### src/rtl/gpu_cmd_pkg.sv
// Shared types and constants for the GPU command streamer.
package gpu_cmd_pkg;

  typedef enum logic [1:0] {
    IDLE   = 2'd0,
    STREAM = 2'd1,
    DRAIN  = 2'd2,
    FINISH = 2'd3
  } state_t;

  localparam int unsigned CMD_DATA_W = 32;
  // ROM bit that routes a word to GP1 instead of GP0
  localparam int unsigned GP_SEL_BIT = CMD_DATA_W;

  typedef struct packed {
    logic                  sel;
    logic [CMD_DATA_W-1:0] data;
  } cmd_word_t;

endpackage

### src/rtl/gpu_cmd_streamer_fifo.sv
// Small synchronous skid FIFO holding ROM words until the GPU FIFO accepts them.
module cmd_skid_fifo #(
  parameter int unsigned WIDTH = 33,
  parameter int unsigned DEPTH = 2
) (
  input  logic                         clk,
  input  logic                         rst_n,
  input  logic                         push,
  input  logic [WIDTH-1:0]             push_data,
  input  logic                         pop,
  input  logic                         flush,
  output logic [$clog2(DEPTH+1)-1:0]   occupancy,
  output logic                         head_valid,
  output logic [WIDTH-1:0]             head_data
);

  localparam int unsigned PTR_W = (DEPTH > 1) ? $clog2(DEPTH) : 1;
  localparam int unsigned OCC_W = $clog2(DEPTH + 1);

  logic [WIDTH-1:0] mem_q [DEPTH];
  logic [WIDTH-1:0] mem_d [DEPTH];
  logic [PTR_W-1:0] wr_q, wr_d, rd_q, rd_d;
  logic [OCC_W-1:0] cnt_q, cnt_d;
  logic             do_push, do_pop, full;

  function automatic logic [PTR_W-1:0] inc_ptr(input logic [PTR_W-1:0] p);
    return (p == PTR_W'(DEPTH - 1)) ? '0 : p + PTR_W'(1);
  endfunction

  assign full       = (cnt_q == OCC_W'(DEPTH));
  assign do_pop     = pop & (cnt_q != '0);
  assign do_push    = push & (~full | do_pop);
  assign occupancy  = cnt_q;
  assign head_valid = (cnt_q != '0);
  assign head_data  = mem_q[rd_q];

  // Next pointer / storage state; flush wins over push and pop.
  always_comb begin
    mem_d = mem_q;
    wr_d  = wr_q;
    rd_d  = rd_q;
    cnt_d = cnt_q;
    if (flush) begin
      wr_d  = '0;
      rd_d  = '0;
      cnt_d = '0;
    end else begin
      if (do_push) begin
        mem_d[wr_q] = push_data;
        wr_d        = inc_ptr(wr_q);
      end
      if (do_pop) begin
        rd_d = inc_ptr(rd_q);
      end
      cnt_d = cnt_q + OCC_W'(do_push) - OCC_W'(do_pop);
    end
  end

  // Register FIFO state with asynchronous clear.
  always_ff @(posedge clk or negedge rst_n) begin
    if (!rst_n) begin
      for (int unsigned i = 0; i < DEPTH; i++) begin
        mem_q[i] <= '0;
      end
      wr_q  <= '0;
      rd_q  <= '0;
      cnt_q <= '0;
    end else begin
      mem_q <= mem_d;
      wr_q  <= wr_d;
      rd_q  <= rd_d;
      cnt_q <= cnt_d;
    end
  end

endmodule

### src/rtl/gpu_cmd_streamer.sv
// Streams a block of command words from a sync-read ROM to GPU GP0/GP1.
module gpu_cmd_streamer
  import gpu_cmd_pkg::*;
#(
  parameter int unsigned DATA_W    = 32,
  parameter int unsigned ADDR_W    = 10,
  parameter int unsigned CNT_W     = 20,
  parameter int unsigned BUF_DEPTH = 2
) (
  input  logic              clk,
  input  logic              rst_n,
  input  logic              start,
  input  logic [ADDR_W-1:0] base_addr,
  input  logic [CNT_W-1:0]  word_count,
  input  logic              loop_en,
  input  logic              abort,
  output logic [ADDR_W-1:0] rom_addr,
  input  logic [DATA_W:0]   rom_q,
  output logic [DATA_W-1:0] main_bus,
  output logic              to_gp0,
  output logic              to_gp1,
  input  logic              fifo_full,
  output logic              busy,
  output logic              done,
  output logic [CNT_W-1:0]  words_sent
);

  localparam int unsigned OCC_W = $clog2(BUF_DEPTH + 1);

  state_t            state_q, state_d;
  logic [ADDR_W-1:0] rom_addr_q, rom_addr_d;
  logic [ADDR_W-1:0] base_q, base_d;
  logic [CNT_W-1:0]  count_q, count_d;
  logic [CNT_W-1:0]  remaining_q, remaining_d;
  logic [CNT_W-1:0]  words_q, words_d;
  logic              loop_q, loop_d;
  logic              inflight_q, inflight_d;
  logic              busy_q, busy_d;
  logic              done_q, done_d;

  logic [OCC_W-1:0]  occupancy;
  logic              head_valid;
  logic [DATA_W:0]   head_data;
  logic              head_sel;
  logic              abort_act, strobe, issue;
  logic [OCC_W:0]    level;

  cmd_skid_fifo #(
    .WIDTH (DATA_W + 1),
    .DEPTH (BUF_DEPTH)
  ) u_skid (
    .clk        (clk),
    .rst_n      (rst_n),
    .push       (inflight_q & ~abort_act),
    .push_data  (rom_q),
    .pop        (strobe),
    .flush      (abort_act),
    .occupancy  (occupancy),
    .head_valid (head_valid),
    .head_data  (head_data)
  );

  assign head_sel   = head_data[DATA_W];
  assign abort_act  = abort & (state_q != IDLE);
  assign strobe     = head_valid & ~fifo_full & ~abort_act;
  assign to_gp0     = strobe & ~head_sel;
  assign to_gp1     = strobe & head_sel;
  assign main_bus   = head_valid ? head_data[DATA_W-1:0] : '0;
  assign rom_addr   = rom_addr_q;
  assign busy       = busy_q;
  assign done       = done_q;
  assign words_sent = words_q;

  // Buffer level after this cycle's pop, counting the read still in flight.
  assign level = {1'b0, occupancy} + (OCC_W+1)'(inflight_q) - (OCC_W+1)'(strobe);
  assign issue = (state_q == STREAM) & ~abort_act & (remaining_q != '0) &
                 (level < (OCC_W+1)'(BUF_DEPTH));

  // Sequencer next-state: start latching, read issue, drain, abort.
  always_comb begin
    state_d     = state_q;
    rom_addr_d  = rom_addr_q;
    base_d      = base_q;
    count_d     = count_q;
    remaining_d = remaining_q;
    loop_d      = loop_q;
    busy_d      = busy_q;
    done_d      = 1'b0;
    inflight_d  = issue;
    words_d     = words_q + CNT_W'(strobe);

    unique case (state_q)
      IDLE: begin
        if (start && !abort) begin
          base_d      = base_addr;
          count_d     = word_count;
          loop_d      = loop_en;
          rom_addr_d  = base_addr;
          remaining_d = word_count;
          words_d     = '0;
          if (word_count == '0) begin
            state_d = FINISH;
            busy_d  = 1'b0;
            done_d  = 1'b1;
          end else begin
            state_d = STREAM;
            busy_d  = 1'b1;
          end
        end
      end
      STREAM: begin
        if (issue) begin
          if (remaining_q == CNT_W'(1)) begin
            if (loop_q) begin
              rom_addr_d  = base_q;
              remaining_d = count_q;
            end else begin
              rom_addr_d  = rom_addr_q + ADDR_W'(1);
              remaining_d = '0;
              state_d     = DRAIN;
            end
          end else begin
            rom_addr_d  = rom_addr_q + ADDR_W'(1);
            remaining_d = remaining_q - CNT_W'(1);
          end
        end
      end
      DRAIN: begin
        // Leave as soon as the buffer will be empty after this cycle's pop,
        // so done lands the cycle right after the final strobe.
        if (!inflight_q &&
            ((occupancy == '0) || ((occupancy == OCC_W'(1)) && strobe))) begin
          state_d = FINISH;
          busy_d  = 1'b0;
          done_d  = 1'b1;
        end
      end
      FINISH: begin
        state_d = IDLE;
      end
      default: state_d = IDLE;
    endcase

    if (abort_act) begin
      state_d    = IDLE;
      busy_d     = 1'b0;
      done_d     = 1'b0;
      inflight_d = 1'b0;
    end
  end

  // Register sequencer state with asynchronous clear.
  always_ff @(posedge clk or negedge rst_n) begin
    if (!rst_n) begin
      state_q     <= IDLE;
      rom_addr_q  <= '0;
      base_q      <= '0;
      count_q     <= '0;
      remaining_q <= '0;
      loop_q      <= 1'b0;
      inflight_q  <= 1'b0;
      busy_q      <= 1'b0;
      done_q      <= 1'b0;
      words_q     <= '0;
    end else begin
      state_q     <= state_d;
      rom_addr_q  <= rom_addr_d;
      base_q      <= base_d;
      count_q     <= count_d;
      remaining_q <= remaining_d;
      loop_q      <= loop_d;
      inflight_q  <= inflight_d;
      busy_q      <= busy_d;
      done_q      <= done_d;
      words_q     <= words_d;
    end
  end

endmodule

### config.mk
export PLATFORM = sky130hd
export DESIGN_NAME = gpu_cmd_streamer
export DESIGN_NICKNAME = d
export VERILOG_FILES = /design/src/rtl/gpu_cmd_pkg.sv /design/src/rtl/gpu_cmd_streamer_fifo.sv /design/src/rtl/gpu_cmd_streamer.sv
export SDC_FILE = /design/constraint.sdc
export NUM_CORES = 1
export LEC_CHECK = 0
export BUFFER_PORTS_ARGS = -buffer_cell sky130_fd_sc_hd__buf_2
export CORE_UTILIZATION = 61
export DETAILED_ROUTE_END_ITERATION = 8
export PLACE_DENSITY_LB_ADDON = 0.25
export REMOVE_ABC_BUFFERS = 1
export SLEW_MARGIN = 20
export SYNTH_ARGS = -nofsm -noshare
export SYNTH_HDL_FRONTEND = slang
export SYNTH_SLANG_ARGS = --single-unit
export TNS_END_PERCENT = 30
### constraint.sdc
create_clock -name clk -period 7.55 [get_ports clk]
set_input_delay 0.3775 -clock clk [delete_from_list [all_inputs] [get_ports clk]]
set_output_delay 0.3775 -clock clk [all_outputs]
set_load 0.005 [all_outputs]
==> impl_metrics.toml <==
[status]
status = "finished, final reports clean"

[clocking]
cts_buffer_depth = 2
cts_sinks = 156
clock_latency_ns = 0.43
htreeDepth = 4
postCtsHoldBufs = 0
cts.reportedPaths.clkPinSlew_ns = 0.06
cts_made_buffers = 17
post_cts_buffers = 0
root_buffer = "clkbuf_16"
cts_tree = "yes"
ctsResizeCount = 0

[floorplan]
core_um2 = 13190
io_pins = 135
initial_core_util_pct = 62.35
die_area_um2 = 13950
die_width_um = 118.1
rows = 42
die_h_um = 118.1

[yosys]
synth_edf_count = 0
synth_seq_cells = 156
synthArstFlopShare_pct = 100.0
ys_warn_count = 0
syn_inst = 813
synth_top_cells_by_count = "dfrtp_1, nand2_1, nor2_1, mux2_2, mux2i_1"
syn_avg_cell_area_um2 = 10.12
synth_largest_area_cell = "dfrtp_1"
seq_area_frac_synth_pct = 47.47
yosys-top-cells-area = "dfrtp_1, mux2_2, nand2_1"
netlist_area_um2 = 8224
ys_types = 69
ys.flop_type = "dfrtp_1"
yosysMostFrequentCell = "dfrtp_1"
synth.top_cell.area_share_pct = 47.47

[critical_path]
start_kind = "flip-flop"
worst-endpoint-arrival_ns = 4.63
critPathKind = "reg -> reg"
required_ns = 7.86
cp-end-kind = "flip-flop"
path_max_fanout = 20

[sta]
worstMarginPinSlew_ns = 1.005
setup_viol = 0
fmax_mhz = 231.9
rsz0062_at_grt = "no"
finalHoldViolations = 0
min_period_over_period_pct = 57.13
slew_violations = 0
min_period_ns = 4.313
skew_ns = 0.008110
tns_ns = 0
max-slew-margin-rel_pct = 33.00

[routing]
wl_met2_mm = 10.07
drt_wl_total_mm = 20.15
ant_nets = 0
vias = 6772
drt_first_iter_violations = 524
wl_met1_mm = 8.289
highest_layer = "met4"
avgViaCountPerCell = 6.095
drc = 0
drt_first_pass_iters = 5
wl_met3_mm = 1.454
wire_per_inst_um = 18.13

[layout]
fin_cells = 1111
drive_above_1_share_pct = 27.91
diodes = 0
area_growth_pct = 15.84
nFillCells = 980
finish.net_count = 1005

[placed_design]
dp_cells = 1082
place_congestion = 0.9013
portBuffers = 134
dp_hpwl_mm = 12.86

[pwr]
vdd_ir_drop_max_mv = 0.2419
power_density_nw_per_um2 = 404.2
p_leak_nw = 4.451

[min_path]
min_path_type = "in -> async"

[grt]
grt_max_degree = 84
grt_pass1_wl_mm = 33.62
grt-ovfl-total = 0
grtUsageTotal_pct = 30.64
grt_pass1_vias = 6893
antenna_found_initial = 0

[flow_run]
drv_cap = 0
-- flip-flops by register name, indices dropped and copies added (netlist names) --
name / flops
u_skid.wr_q: 1
count_q: 20
busy: 1
u_skid.rd_q: 1
base_q: 10
words_sent: 20
done: 1
u_skid.occupancy: 2
inflight_q: 1
rom_addr: 10
remaining_q: 20
u_skid.mem_q: 66
loop_q: 1
state_q: 2
-- cell usage in the layout (no fill, tap or decap), drive strengths merged, types with 15 or more instances in the layout --
| cell | netlist | final |
|---|---|---|
| mux2 | 67 | 67 |
| xor2 | 20 | 20 |
| nor2 | 78 | 78 |
| buf | 24 | 143 |
| nor4 | 15 | 15 |
| nand2 | 121 | 121 |
| nand3 | 21 | 21 |
| clkbuf | 26 | 19 |
| mux2i | 35 | 35 |
| o21ai | 24 | 24 |
| a21oi | 20 | 20 |
| a31oi | 15 | 15 |
| dfrtp | 156 | 156 |
| inv | 18 | 20 |
-- cell type report --
| type | count | area, um2 | share of cell area [%] |
|---|---|---|---|
| flip-flops and latches | 156 | 3905 | 40.99 |
| clock inverters | 10 | 118.9 | 1.248 |
| well taps | 176 | 220.2 | 2.312 |
| inverters | 18 | 67.56 | 0.7092 |
| repair buffers | 143 | 744.5 | 7.815 |
| multi-input cells | 589 | 4028 | 42.28 |
| clock buffers | 19 | 442.9 | 4.649 |
-- where the power goes --
group / internal (mW) / switching [mW] / leakage, nW
sequential: 1.19 / 0.331 / 1.94
clock: 0.490 / 0.340 / 0.268
combinational: 0.709 / 0.786 / 2.25
total: 2.39 / 1.46 / 4.45
-- layer usage --
metal / track usage, % / up-vias
met5: 0 / -
met4: 13.46 / 0
met3: 7.655 / 33
met2: 50.37 / 259
met1: 38.32 / 3352
li1: - / 3128
-- stage by stage --
step / worst slack, ns / area [um2] / util (%) / hold slack [ns] / power [mW]
after floorplan: 3.937 / 7989 / - / 0.08191 / 2.493
after global placement: 3.455 / 8959 / 67.92 / 0.4506 / 2.942
after detailed placement: 3.343 / 8959 / 67.92 / 0.4558 / 2.993
after CTS: 3.301 / 9520 / 72.18 / 0.02888 / 3.848
after global routing: 2.885 / 9527 / 72.23 / 0.07209 / 4.102
final: 3.237 / 9527 / 72.23 / 0.006875 / 3.851
-- critical path, cell delays in order (launching register included) --
cell and delay [ns]:
dfrtp_1 0.38, inv_1 0.10, ha_1 0.39, nor2b_1 0.26, nor4b_1 0.51, o21ai_0 0.21
fa_1 0.41, xnor2_1 0.18, and3_1 0.21, o21ai_1 0.26, nor2_2 0.85, mux2_2 0.42
-- worst paths after layout --
path                       slack [ns]                 endpoint  depth (start not counted)                    from
max                              3.24  rom_addr[1]$_DFFE_PN0P_                         11  state_q[1]$_DFFE_PN0P_
min in group clk                 0.14       loop_q$_DFFE_PN0P_                          3                 loop_en
min                             0.007   count_q[4]$_DFFE_PN0P_                          1                   rst_n
max in group asynchronous        6.09  u_skid.rd_q$_DFFE_PN0P_                          2                   rst_n
max reg2reg                      3.24  rom_addr[1]$_DFFE_PN0P_                         11  state_q[1]$_DFFE_PN0P_
min reg2reg                      0.47    base_q[6]$_DFFE_PN0P_                          2   base_q[6]$_DFFE_PN0P_
-- logic make-up (layout without fill, tap and decap cells) --
group	Yosys count	count (layout)	synth area share, %
xor+xnor	34	34	3.621
mux	102	102	13.43
flops	156	156	47.47
compound gates	133	133	11.35
fa+ha+maj	11	11	1.765
buf+inv	68	190	3.682
simple gates	309	309	18.68
No activity file was read; power rests on OpenSTA's default activity.
